<file path="src/rtl/mem_stage_if.sv">
// Data-cache request/response bundle between the MEM stage (master) and the data cache (slave).
interface mem_stage_if;
  logic        dmemREN;
  logic        dmemWEN;
  logic [31:0] dmemaddr;
  logic [31:0] dmemstore;
  logic        dhit;
  logic [31:0] dmemload;

  modport master (
    output dmemREN, dmemWEN, dmemaddr, dmemstore,
    input  dhit, dmemload
  );

  modport slave (
    input  dmemREN, dmemWEN, dmemaddr, dmemstore,
    output dhit, dmemload
  );
endinterface

</file>
<file path="src/rtl/mem_stage.sv">
// Pipeline MEM stage: data-cache handshake FSM, control-transfer resolution and the MEM/WB register.
// Optional busy watchdog is built only when MEM_WATCHDOG_EN is defined.
module mem_stage #(
   parameter int WDOG_CYCLES = 64
) (
   input  logic        CLK,
   input  logic        nRST,
   input  logic        ihit,
   input  logic        flush,
   input  logic        in_RegWr,
   input  logic        in_MemToReg,
   input  logic        in_MemRead,
   input  logic        in_MemWrite,
   input  logic        in_Branch,
   input  logic        in_beq,
   input  logic        in_bne,
   input  logic        in_jump,
   input  logic        in_jr,
   input  logic        in_jal,
   input  logic        in_lui,
   input  logic        in_halt,
   input  logic        in_zero,
   input  logic [31:0] in_rdat1,
   input  logic [31:0] in_rdat2,
   input  logic [31:0] in_PortOut,
   input  logic [31:0] in_npc,
   input  logic [31:0] in_JumpAddr,
   input  logic [31:0] in_BranchAddr,
   input  logic [31:0] in_instr,
   input  logic [4:0]  in_wsel,
   mem_stage_if.master dbus,
   output logic        mem_stall,
   output logic        pc_redirect,
   output logic [31:0] redirect_pc,
   output logic        wb_RegWr,
   output logic        wb_MemToReg,
   output logic        wb_halt,
   output logic        wb_jal,
   output logic [4:0]  wb_wsel,
   output logic [31:0] wb_result,
   output logic [31:0] wb_load,
   output logic [31:0] wb_npc,
   output logic [31:0] wb_instr,
   output logic        mem_timeout
);

   typedef enum logic [1:0] {IDLE, BUSY, HOLD} state_t;

   if (WDOG_CYCLES < 1) begin : g_bad_wdog
      $error("WDOG_CYCLES must be at least 1");
   end

   state_t      state_q, state_d;
   logic        mem_op;
   logic        advance;
   logic        taken;
   logic [31:0] load_hold_q;
   logic [31:0] load_src;
   logic [31:0] result_d;

   assign mem_op = in_MemRead | in_MemWrite;

   // NOTE: state registers use non-blocking assignments so every flop samples pre-edge values.
   always_ff @(posedge CLK or negedge nRST) begin
      if (!nRST) state_q <= IDLE;
      else       state_q <= state_d;
   end

   // NOTE: every output of this block is given a default first, so no path can infer a latch.
   always_comb begin
      state_d        = state_q;
      mem_stall      = 1'b0;
      dbus.dmemREN   = 1'b0;
      dbus.dmemWEN   = 1'b0;
      dbus.dmemaddr  = in_PortOut;
      dbus.dmemstore = in_rdat2;

      unique case (state_q)
         IDLE: begin
            if (mem_op && !dbus.dhit)              state_d = BUSY;
            else if (mem_op && dbus.dhit && !ihit) state_d = HOLD;
         end
         BUSY: begin
            if (dbus.dhit) state_d = ihit ? IDLE : HOLD;
         end
         HOLD: begin
            if (ihit) state_d = IDLE;
         end
         default: state_d = IDLE;
      endcase

      // HOLD has already been served by the cache; a halted core issues nothing further.
      if (state_q != HOLD && !wb_halt) begin
         dbus.dmemREN = in_MemRead;
         dbus.dmemWEN = in_MemWrite;
      end

      mem_stall = mem_op & ~dbus.dhit & (state_q != HOLD);
   end

   assign advance = ihit & ~mem_stall;

   // Load data must survive the HOLD wait, since the cache drops dmemload after dhit.
   always_ff @(posedge CLK or negedge nRST) begin
      if (!nRST)                                   load_hold_q <= '0;
      else if (mem_op && dbus.dhit && state_q != HOLD) load_hold_q <= dbus.dmemload;
   end

   assign load_src = (state_q == HOLD) ? load_hold_q : dbus.dmemload;
   assign result_d = in_lui ? {in_instr[15:0], 16'h0000} : in_PortOut;

   always_comb begin
      taken       = in_Branch & ((in_beq & in_zero) | (in_bne & ~in_zero));
      pc_redirect = taken | in_jump | in_jr;
      redirect_pc = '0;
      if (in_jr)        redirect_pc = in_rdat1;
      else if (in_jump) redirect_pc = in_JumpAddr;
      else if (taken)   redirect_pc = in_BranchAddr;
   end

   // MEM/WB register; halt is sticky and ignores flush.
   always_ff @(posedge CLK or negedge nRST) begin
      if (!nRST) begin
         wb_RegWr    <= 1'b0;
         wb_MemToReg <= 1'b0;
         wb_halt     <= 1'b0;
         wb_jal      <= 1'b0;
         wb_wsel     <= '0;
         wb_result   <= '0;
         wb_load     <= '0;
         wb_npc      <= '0;
         wb_instr    <= '0;
      end else if (advance) begin
         wb_halt <= wb_halt | (in_halt & ~flush);
         if (flush) begin
            wb_RegWr    <= 1'b0;
            wb_MemToReg <= 1'b0;
            wb_jal      <= 1'b0;
            wb_wsel     <= '0;
            wb_result   <= '0;
            wb_load     <= '0;
            wb_npc      <= '0;
            wb_instr    <= '0;
         end else begin
            wb_RegWr    <= in_RegWr;
            wb_MemToReg <= in_MemToReg;
            wb_jal      <= in_jal;
            wb_wsel     <= in_wsel;
            wb_result   <= result_d;
            wb_load     <= load_src;
            wb_npc      <= in_npc;
            wb_instr    <= in_instr;
         end
      end
   end

`ifdef MEM_WATCHDOG_EN
   localparam int CNT_W = $clog2(WDOG_CYCLES) + 1;

   logic [CNT_W-1:0] wdog_cnt_q;
   logic             timeout_q;

   // Counter saturates so a stuck request cannot wrap it back below the trip point.
   always_ff @(posedge CLK or negedge nRST) begin
      if (!nRST) begin
         wdog_cnt_q <= '0;
         timeout_q  <= 1'b0;
      end else if (state_q == BUSY) begin
         if (wdog_cnt_q == CNT_W'(WDOG_CYCLES - 1)) timeout_q <= 1'b1;
         if (wdog_cnt_q != '1)                        wdog_cnt_q <= wdog_cnt_q + CNT_W'(1);
      end else begin
         wdog_cnt_q <= '0;
      end
   end

   assign mem_timeout = timeout_q;
`else
   assign mem_timeout = 1'b0;
`endif

endmodule

</file>
<file path="src/flat_wrapper.sv">
// flat-port wrapper written by rule: the top's interface ports become plain ports
module mem_stage_flat 
#(
   parameter int WDOG_CYCLES = 64
)
  (CLK, nRST, ihit, flush, in_RegWr, in_MemToReg, in_MemRead, in_MemWrite, in_Branch, in_beq, in_bne, in_jump, in_jr, in_jal, in_lui, in_halt, in_zero, in_rdat1, in_rdat2, in_PortOut, in_npc, in_JumpAddr, in_BranchAddr, in_instr, in_wsel, mem_stall, pc_redirect, redirect_pc, wb_RegWr, wb_MemToReg, wb_halt, wb_jal, wb_wsel, wb_result, wb_load, wb_npc, wb_instr, mem_timeout, dbus_dmemREN, dbus_dmemWEN, dbus_dmemaddr, dbus_dmemstore, dbus_dhit, dbus_dmemload);
  mem_stage_if dbus_i ();
  input  logic CLK;
  input  logic nRST;
  input  logic ihit;
  input  logic flush;
  input  logic in_RegWr;
  input  logic in_MemToReg;
  input  logic in_MemRead;
  input  logic in_MemWrite;
  input  logic in_Branch;
  input  logic in_beq;
  input  logic in_bne;
  input  logic in_jump;
  input  logic in_jr;
  input  logic in_jal;
  input  logic in_lui;
  input  logic in_halt;
  input  logic in_zero;
  input  logic [31:0] in_rdat1;
  input  logic [31:0] in_rdat2;
  input  logic [31:0] in_PortOut;
  input  logic [31:0] in_npc;
  input  logic [31:0] in_JumpAddr;
  input  logic [31:0] in_BranchAddr;
  input  logic [31:0] in_instr;
  input  logic [4:0] in_wsel;
  output logic mem_stall;
  output logic pc_redirect;
  output logic [31:0] redirect_pc;
  output logic wb_RegWr;
  output logic wb_MemToReg;
  output logic wb_halt;
  output logic wb_jal;
  output logic [4:0] wb_wsel;
  output logic [31:0] wb_result;
  output logic [31:0] wb_load;
  output logic [31:0] wb_npc;
  output logic [31:0] wb_instr;
  output logic mem_timeout;
  output wire logic [$bits(dbus_i.dmemREN)-1:0] dbus_dmemREN;
  output wire logic [$bits(dbus_i.dmemWEN)-1:0] dbus_dmemWEN;
  output wire logic [$bits(dbus_i.dmemaddr)-1:0] dbus_dmemaddr;
  output wire logic [$bits(dbus_i.dmemstore)-1:0] dbus_dmemstore;
  input wire logic [$bits(dbus_i.dhit)-1:0] dbus_dhit;
  input wire logic [$bits(dbus_i.dmemload)-1:0] dbus_dmemload;
  assign dbus_dmemREN = dbus_i.dmemREN;
  assign dbus_dmemWEN = dbus_i.dmemWEN;
  assign dbus_dmemaddr = dbus_i.dmemaddr;
  assign dbus_dmemstore = dbus_i.dmemstore;
  assign dbus_i.dhit = dbus_dhit;
  assign dbus_i.dmemload = dbus_dmemload;
  mem_stage #(.WDOG_CYCLES(WDOG_CYCLES)) u_core (.CLK(CLK), .nRST(nRST), .ihit(ihit), .flush(flush), .in_RegWr(in_RegWr), .in_MemToReg(in_MemToReg), .in_MemRead(in_MemRead), .in_MemWrite(in_MemWrite), .in_Branch(in_Branch), .in_beq(in_beq), .in_bne(in_bne), .in_jump(in_jump), .in_jr(in_jr), .in_jal(in_jal), .in_lui(in_lui), .in_halt(in_halt), .in_zero(in_zero), .in_rdat1(in_rdat1), .in_rdat2(in_rdat2), .in_PortOut(in_PortOut), .in_npc(in_npc), .in_JumpAddr(in_JumpAddr), .in_BranchAddr(in_BranchAddr), .in_instr(in_instr), .in_wsel(in_wsel), .dbus(dbus_i), .mem_stall(mem_stall), .pc_redirect(pc_redirect), .redirect_pc(redirect_pc), .wb_RegWr(wb_RegWr), .wb_MemToReg(wb_MemToReg), .wb_halt(wb_halt), .wb_jal(wb_jal), .wb_wsel(wb_wsel), .wb_result(wb_result), .wb_load(wb_load), .wb_npc(wb_npc), .wb_instr(wb_instr), .mem_timeout(mem_timeout));
endmodule
</file>
<file path="config.mk">
export PLATFORM = sky130hd
export DESIGN_NAME = mem_stage_flat
export DESIGN_NICKNAME = d
export VERILOG_FILES = /design/src/rtl/mem_stage_if.sv /design/src/rtl/mem_stage.sv /design/src/flat_wrapper.sv
export SDC_FILE = /design/constraint.sdc
export NUM_CORES = 1
export LEC_CHECK = 0
export ABC_AREA = 1
export CORE_AREA = 2 2 201 203
export DETAILED_ROUTE_END_ITERATION = 10
export DIE_AREA = 0 0 203 205
export PLACE_DENSITY = 0.59
export SYNTH_ARGS = -nofsm -noshare
export SYNTH_HDL_FRONTEND = slang
export SYNTH_SLANG_ARGS = --single-unit
</file>
<file path="constraint.sdc">
create_clock -name CLK -period 1.75 [get_ports CLK]
set_input_delay 0.35 -clock CLK [delete_from_list [all_inputs] [get_ports CLK]]
set_output_delay 0.35 -clock CLK [all_outputs]
set_load 0.1 [all_outputs]
</file>
# Word level (Yosys, flattened, before mapping)
# Cells that the tools add are included.
# word_totals
elab_cells	64
ff_bits	171
inputBits	279
# classes
n_reduce_logical	10
n_eq_ne	6
bitwise_logic	16
n_mux	21
# ops
op	count
2-to-1 mux 32 bit	9
2-to-1 mux 2 bit	5
bitwise AND 1 bit	7
inequality test 2 bit (second input constant)	3
case mux 2 bit (3 select lines)	1
logical AND 1 bit	5
2-to-1 mux 1 bit	5
2-to-1 mux 5 bit	1
bitwise OR 1 bit	5
NOT 1 bit	4
zero test 1 bit	3
inequality test 3 x 1 -> 1 bit (second input constant)	1
AND reduction 3 bit	1
== test 2 x 1 -> 1 bit (second input constant)	1
== test 2 bit (second input constant)	1
zero test 2 bit	1

# Depth between registers and ports, before layout
# Gate-level depths: netlist (run 1).
# depth
depth_word	7
depth_mapped	8
ltp_nobuf	7

# Worst setup path before layout (run 1)
# Ideal clock, no wire load.
# synth_timing
kind	flip-flop to output port
start	reg u_core.wb_halt
end	out dbus_dmemREN
arrival_time_ns	2.964
slack_ns	-1.564
required_ns	1.400
path_stages_with_launch	2
path_buffers	0
path_cell_list	dfrtp_1 nor3_1
# synth_between
elab_chain_len	3
# synth_lines
element	line	text
from (decl)	mem_stage.sv:37	output logic wb_halt,
from (signal assigned)	mem_stage.sv:134	wb_halt <= wb_halt | (in_halt & ~flush);
zero test 1 bit	mem_stage.sv:93	if (state_q != HOLD && !wb_halt) begin
logical AND 1 bit	mem_stage.sv:93	
2-to-1 mux 1 bit	mem_stage.sv:93	
to (decl)	flat_wrapper.sv:46	output wire logic [$bits(dbus_i.dmemREN)-1:0] dbus_dmemREN;
# No other way between the ends.

# Worst setup path in the final report (run 1)
# layout_timing
start	in in_zero
end	out redirect_pc[9]
# layout_between
elab_chain_len	7
elab_cells_between_ends	8
cone_classes	mux: 3; bitwise: 5
# layout_lines
element	line	text
from (decl)	flat_wrapper.sv:24	input logic in_zero;
NOT 1 bit	mem_stage.sv:113	taken = in_Branch & ((in_beq & in_zero) | (in_bne & ~in_zero));
bitwise AND 1 bit	mem_stage.sv:113	
bitwise OR 1 bit *	mem_stage.sv:113	
bitwise AND 1 bit *	mem_stage.sv:113	
2-to-1 mux 32 bit *	mem_stage.sv:118	else if (taken) redirect_pc = in_BranchAddr;
2-to-1 mux 32 bit *	mem_stage.sv:117	else if (in_jump) redirect_pc = in_JumpAddr;
2-to-1 mux 32 bit *	mem_stage.sv:116	if (in_jr) redirect_pc = in_rdat1;
to (decl)	flat_wrapper.sv:35	output logic [31:0] redirect_pc;
# Every way passes the cells marked *; elsewhere a longest branch is shown, timed or not.

==> flow_metrics.tcl, run 1 <==
set metrics [dict create \
    status "complete, but fails checks" \
    violations "setup timing" \
    antenna_left 0 \
    final_core_util_pct 44.64 \
    crit_type "in -> out" \
    critPathRequiredTime_ps 1400 \
    use_met2_pct 29.92 \
    yosysTopAreaCellShare_pct 47.79 \
    place.gp.congestion 0.8509 \
    nets 1857 \
    p_per_area_mw_per_mm2 1293 \
    synth_most_common_cell "nand2_1" \
    area_growth_syn_to_layout_pct 96.27 \
    met3_usage_pct 4.693 \
    critPathCaptureType "output port" \
    dr.pass1.iters 4 \
    combPwrFrac_pct 57.1 \
    p_switching_w 0.01096 \
    cap_viol_max_count 0 \
    grt_pass1_vias 9485 \
    overflow 0 \
    reg2reg_from "u_core.state_q[0]$_DFFE_PN0P_" \
    cpPeakStageDelay_ps 190 \
    synth_common_cells "nand2_1 (331), dfrtp_1 (171), inv_1 (122)" \
    reg2regPathDepth 7 \
    grt_pass1_wl_um 53760 \
    wl_per_cell_um 16.74 \
    hpwl_um 27490 \
    path_cells "buf_8, o21ai_4, buf_12, buf_12, nand3_4, a21oi_4, buf_12" \
    synth_ff_type "dfrtp_1" \
    cts_buffer_depth 2 \
    first_iter_violations 404 \
    grt_antenna_before_repair 5 \
    cts.sinks 171 \
    yosys-top-cells-area "dfrtp_1 (48%), nand2_1 (14%), o21ai_1 (6.7%)" \
    grt_max_degree 51 \
    cts-root-buf "clkbuf_16" \
    boundaryPins 517 \
    synth_async_sr_flop_share_pct 100.0 \
    clkLatencyLatePin_ps 450 \
    syn_avg_cell_area_um2 7.562 \
    rsz0062_at_grt "yes" \
    design_area_mm2 0.01757 \
    final_layout_size_suffix_gt1_share_pct 28.05 \
    fmax_mhz 571.0 \
    path_max_fanout 7 \
    vias_per_cell 4.332 \
    synth-seq-cells 171 \
    fin_crit_sh_pct 100.1 \
    synth_cells 1184 \
    period_needed_ps 1751 \
    initial_core_util_pct 22.74 \
    core-area_mm2 0.03937 \
    port_buffers 451 \
    setup_viol 3 \
    total_power_w 0.02273 \
    htree_levels 4 \
    die-area_mm2 0.04162 \
    ys_seq_area_share_pct 47.79 \
    hold_path_class "in -> async" \
    seqPwrFrac_pct 25.7 \
    p_sw_share_pct 48.23 \
    ff2ff_setup_slack_ps 180 \
    die-width_um 203 \
    fin_ws_ps -1.275 \
    placementRows 73 \
    slew_viol_final 0 \
    crit_slowest_cell "buf_12" \
    synth-edff-count 0 \
    p_leak_nw 7.936 \
    synth_cell_types 22 \
    hold_violations 0 \
    finClkSkew_ps 11.62 \
    synth_warnings 0 \
    place_ws_ps -580.7 \
    track_usage_pct 16.82 \
    routed_wirelength_um 35470 \
    netlist_area_mm2 0.008954 \
    die_y_um 205 \
    cts_tree "done" \
    remaining_drc_errors 0 \
    top_usage_layer "met2" \
    yosysTopAreaCell "dfrtp_1" \
    path_clk_slew_ps 70 \
    cpMostUsedCell "buf_12" \
    critPathLaunchType "primary input" \
    intPower_w 0.01177 \
    nFillCells 3719 \
    r2r-end "u_core.wb_load[21]$_DFFE_PN0P_" \
    ir_drop_mv 0.5902 \
    power.share.clock_pct 17.2 \
    grt_use_met1_pct 18.32 \
    arrival_ps 1400 \
    syn_nets 1463 \
    numCtsBuffers 17 \
    via_count 9179 \
    dpl_cell_area_mm2 0.01639 \
]
## per-layer routing
metal / part of all wire (%) / wire length, um
met5: 0.034 / 12
met4: 3.8 / 1346
met3: 7.0 / 2485
met2: 52 / 18350
met1: 37 / 13270
## state kept, by name (all words and copies together) (netlist names), 2 cells and up
signal              count
u_core.wb_result       32
u_core.wb_instr        32
u_core.wb_wsel          5
u_core.wb_npc          32
u_core.wb_load         32
u_core.load_hold_q     32
u_core.state_q          2
## metrics by stage
stage | hold WS [ps] | std cells | TNS, ps
global placement | 311.9 | 2071 | -40550
CTS | 371.6 | 2114 | -340.2
detailed placement | 313.2 | 2071 | -42220
global route | 401.8 | 2119 | -375.8
floorplan | 54.41 | 1184 | -2242
finish | 401.1 | 2119 | -1.972
## repair_timing
action | in CTS | in global routing
buffers inserted | 8 | 1
gates cloned | 3 | 1
hold buffers | 1 | 0
pin swaps | 63 | 56
resized for setup | 94 | 54
endpoints found under the setup margin | 36 | 29
hold endpoints to repair | 33 | 0
## worst max path at each step
stage / startpoint / end / slack, ps / depth (start not counted)
2_1_floorplan: in_jr / redirect_pc[11] / -120 / 4
3_3_place_gp: in_bne / redirect_pc[18] / -540 / 7
3_5_place_dp: in_bne / redirect_pc[13] / -580 / 7
4_1_cts: u_core.state_q[1]$_DFFE_PN0P_ / dbus_dmemREN / -60 / 4
5_1_grt: u_core.state_q[0]$_DFFE_PN0P_ / dbus_dmemREN / -70 / 4
6_report: in_zero / redirect_pc[9] / -1 / 7
## placed cells by master, fill, tap and decap left out, types with 5 or more instances in the layout
master,count
a21oi_1,24
a21oi_2,9
a21oi_4,32
buf_12,223
buf_4,44
buf_6,5
clkbuf_16,18
clkdlybuf4s50_1,203
dfrtp_1,168
dlygate4sd2_1,18
dlymetal6s2s_1,19
inv_1,112
inv_2,9
nand2_1,329
nand3_1,52
nand3_2,15
nand3_4,18
nor2_1,46
nor2_2,32
nor2_4,8
o21ai_0,35
o21ai_1,118
o22ai_1,16
## layout make-up
cell class	instances	area, um2	area share, %
diodes	4	10.01	0.05696
clock buffers	21	470.5	2.677
clock inverters	10	128.9	0.7334
flip-flops and latches	171	4283	24.37
inverters	124	483.0	2.748
repair buffers	520	7408	42.16
multi-input cells	744	4133	23.52
well taps	525	656.9	3.738
## kinds of logic after synthesis
logic type	Yosys count	synth area share, %
AND/OR/NAND/NOR	507	22.89
buffers and inverters	269	15.83
AO/OA/AOI/OAI	236	13.44
flip-flops	171	47.79
other	1	0.04188
## worst max-delay path, delay by kind of cell
family	cells	cell delay, ps
AND/OR/NAND/NOR	1	90
buffers and inverters	4	620
AO/OA/AOI/OAI	2	330
## power by group through the flow
stage,logic [W],clock network [W],registers [W]
2_1_floorplan,0.00349,0,0.0103
3_3_place_gp,0.0127,0,0.00588
3_5_place_dp,0.0128,0,0.00593
4_1_cts,0.0130,0.00405,0.00587
5_1_grt,0.0136,0.00420,0.00597
6_report,0.0130,0.00390,0.00585
(Power assumes the default switching activity.)
==> inputs of run 2 (changes only) <==
HOLD_SLACK_MARGIN = 0.05   (was not set)
==> results of run 2 <==
The final DEF is identical to that of run 1; final timing and power are the same.
==> inputs of run 3 (changes only) <==
ABC_AREA = not set   (was 1)
CORE_AREA = 2 2 200 202   (was 2 2 201 203)
DIE_AREA = 0 0 202 204   (was 0 0 203 205)
PLACE_DENSITY = 0.58   (was 0.59)
SLEW_MARGIN = 20   (was not set)
==> flow_metrics.tcl, run 3 <==
set metrics [dict create \
    status "complete, but fails checks" \
    violations "setup timing" \
    antenna-diode-count 0 \
    synth_xor_area_share_pct 0 \
    core-area_mm2 0.03918 \
    synth_cell_types 29 \
    nets 1512 \
    layout_commonest_cell "clkdlybuf4s50_1" \
    grt_pass1_vias 8069 \
    track_usage_pct 17.14 \
    grt_pass1_wl_um 52430 \
    synth_most_common_cell "dfrtp_1" \
    antenna_left 0 \
    clkLatencyLatePin_ps 430 \
    grt_max_degree 47 \
    multi_input_area_mm2 0.003836 \
    reg2regPathDepth 8 \
    p_leak_nw 7.081 \
    remaining_drc_errors 0 \
    path_max_fanout 5 \
    numCtsBuffers 17 \
    yosysTopAreaCell "dfrtp_1" \
    p_per_area_mw_per_mm2 988.4 \
    yosysTopAreaCellShare_pct 49.46 \
    hold_path_class "in -> reg" \
    rsz0062_at_grt "yes" \
    synth_ff_type "dfrtp_1" \
    htree_levels 4 \
    overflow 0 \
    ff2ff_setup_slack_ps 50 \
    fin_ws_ps -229.6 \
    place_ws_ps -561.1 \
    nFillCells 3654 \
    min_to "u_core.wb_result[31]$_DFFE_PN0P_" \
    synth_top_family_by_area "compound AO/OA/AOI/OAI gates" \
    r2r-end "u_core.wb_load[25]$_DFFE_PN0P_" \
    period_needed_ps 1980 \
    path_clk_slew_ps 60 \
    final_cell_mix "clkdlybuf4s50_1 (235), buf_12 (222), dfrtp_1 (170), nand2_1 (150), o21ai_0 (80)" \
    synth_common_cells "dfrtp_1 (171), nand2_1 (155), o21ai_0 (80)" \
    setup_viol 34 \
    place.gp.congestion 0.9720 \
    seq_area_mm2 0.004280 \
    slew_viol_final 0 \
    hpwl_um 27880 \
    synthMuxAreaShare_pct 9.936 \
    cap_viol_max_count 0 \
    first_iter_violations 306 \
    final_layout_size_suffix_gt1_share_pct 33.15 \
    port_buffers 451 \
    boundaryPins 517 \
    cts_buffer_depth 2 \
    path_cells "buf_6, mux2_4, nand2_4, nor3_4, buf_6, buf_8, buf_16, a21o_4, buf_12" \
    finClkSkew_ps 10.80 \
    cts_tree "done" \
    critPathLaunchType "primary input" \
    synth-seq-cells 171 \
    yosys.area_share.adder_pct 0 \
    cts-root-buf "clkbuf_16" \
    cpMostUsedCell "buf_6" \
    cp_top_family "buffers and inverters" \
    synth_async_sr_flop_share_pct 100.0 \
    grt_antenna_before_repair 1 \
    routed_wirelength_um 35870 \
    cpPeakStageDelay_ps 300 \
    initial_core_util_pct 22.08 \
    vias_per_cell 4.278 \
    fmax_mhz 505.1 \
    synth_cells 827 \
    ys_seq_area_share_pct 49.46 \
    critPathCaptureType "output port" \
    placementRows 73 \
    fin_crit_sh_pct 113.1 \
    hold_violations 0 \
    dpl_cell_area_mm2 0.01584 \
    area_growth_syn_to_layout_pct 93.38 \
    dr.pass1.iters 4 \
    crit_type "in -> out" \
    reg2reg_from "u_core.state_q[0]$_DFFE_PN0P_" \
    synth_warnings 0 \
    arrival_ps 1630 \
    crit_slowest_cell "mux2_4" \
    die_y_um 204 \
    yosys.area_share.simple_pct 13.16 \
    via_count 7577 \
    hold_start "flush" \
    syn_nets 1106 \
    crit_buf_inv 5 \
    design_area_mm2 0.01673 \
    die-width_um 202 \
    syn_avg_cell_area_um2 10.46 \
    netlist_area_mm2 0.008651 \
    synth_compound_area_share_pct 16.98 \
    die-area_mm2 0.04121 \
    synth-edff-count 0 \
    yosys-top-cells-area "dfrtp_1 (49%), nand2_1 (6.7%), buf_4 (6.4%)" \
    cts.sinks 171 \
    hold_path_depth 2 \
    critPathRequiredTime_ps 1400 \
    ir_drop_mv 0.5877 \
    wl_per_cell_um 20.26 \
]
## run 3: cell count changes in the layout (fill, tap and decap cells not counted), sizes merged, moves of 32 or more
| cell | delta |
|---|---|
| nand2 | -178 |
| o21ai | -66 |
| mux2 | +33 |
| o31ai | +49 |
| mux2i | +48 |
| nand3 | -85 |
| nor2 | -79 |
| nand2b | +73 |
| inv | -122 |
| a21oi | -65 |
| clkdlybuf4s50 | +32 |
## run 3: kinds of logic (layout without fill, tap and decap cells)
group | count (synthesis) | after routing
and+or+nand+nor | 245 | 245
AOI/OAI and AO/OA | 201 | 201
DFF | 171 | 171
buffers and inverters | 128 | 547
muxes | 81 | 81
other | 1 | 1
## run 3: worst max path at each step
| stage | startpoint | to | slack [ps] | cells after the start |
|---|---|---|---|---|
| floorplan | u_core.state_q[1]$_DFFE_PN0P_ | dbus_dmemREN | -240 | 4 |
| global placement | in_zero | redirect_pc[27] | -570 | 7 |
| detailed placement | in_jr | redirect_pc[6] | -560 | 6 |
| CTS | in_zero | redirect_pc[30] | -310 | 8 |
| global route | in_zero | redirect_pc[27] | -250 | 9 |
| finish | in_zero | redirect_pc[27] | -230 | 9 |
## run 3: worst reg2reg max path, cell delays in order, from the launching register on
cell and delay (ps):
dfrtp_1 420, nor2b_4 260, buf_6 160, o31ai_4 70
buf_4 160, clkbuf_16 170, buf_4 160, nand2_1 100
o31ai_4 70
## run 3: final cells by class
type	count	share of cell area (%)
repair buffers	515	44.14
flip-flops and latches	171	25.59
clock buffers	22	2.775
multi-input cells	528	22.93
well taps	525	3.927
clock inverters	10	0.6432
## run 3: metrics by stage
step | setup TNS [ps] | util, % | power (W) | std cells | hold WS (ps)
after global placement | -36120 | 40.43 | 0.01274 | 1725 | 311.1
final | -5794 | 42.69 | 0.01653 | 1771 | 399.7
after CTS | -7770 | 42.40 | 0.01671 | 1769 | 393.1
after floorplan | -670.0 | - | 0.009724 | 827 | 54.41
after global routing | -6851 | 42.69 | 0.01715 | 1771 | 418.2
after detailed placement | -39660 | 40.43 | 0.01280 | 1725 | 310.3
## run 3: power breakdown
| group | leakage (nW) | internal, W | switching [W] |
|---|---|---|---|
| clock | 0.275 | 0.00207 | 0.00171 |
| combinational | 4.61 | 0.00301 | 0.00483 |
| sequential | 2.19 | 0.00445 | 0.000476 |
| total | 7.08 | 0.00952 | 0.00701 |
## run 3: what timing repair did
item / CTS / global route
hold buffers: 1 / 0
pin swaps: 26 / 8
endpoints found under the setup margin: 36 / 62
buffers inserted: 7 / 2
endpoints found under the hold margin: 35 / 0
cloned: 4 / 1
gates resized for setup: 32 / 23
## run 3: per-layer routing
metal	vias to the layer above	track usage [%]	share of wire, %
met4	0	7.038	3.7
met5	-	0	0
met3	58	5.867	7.9
met1	3638	17.81	36
li1	3574	-	-
met2	307	31.47	53
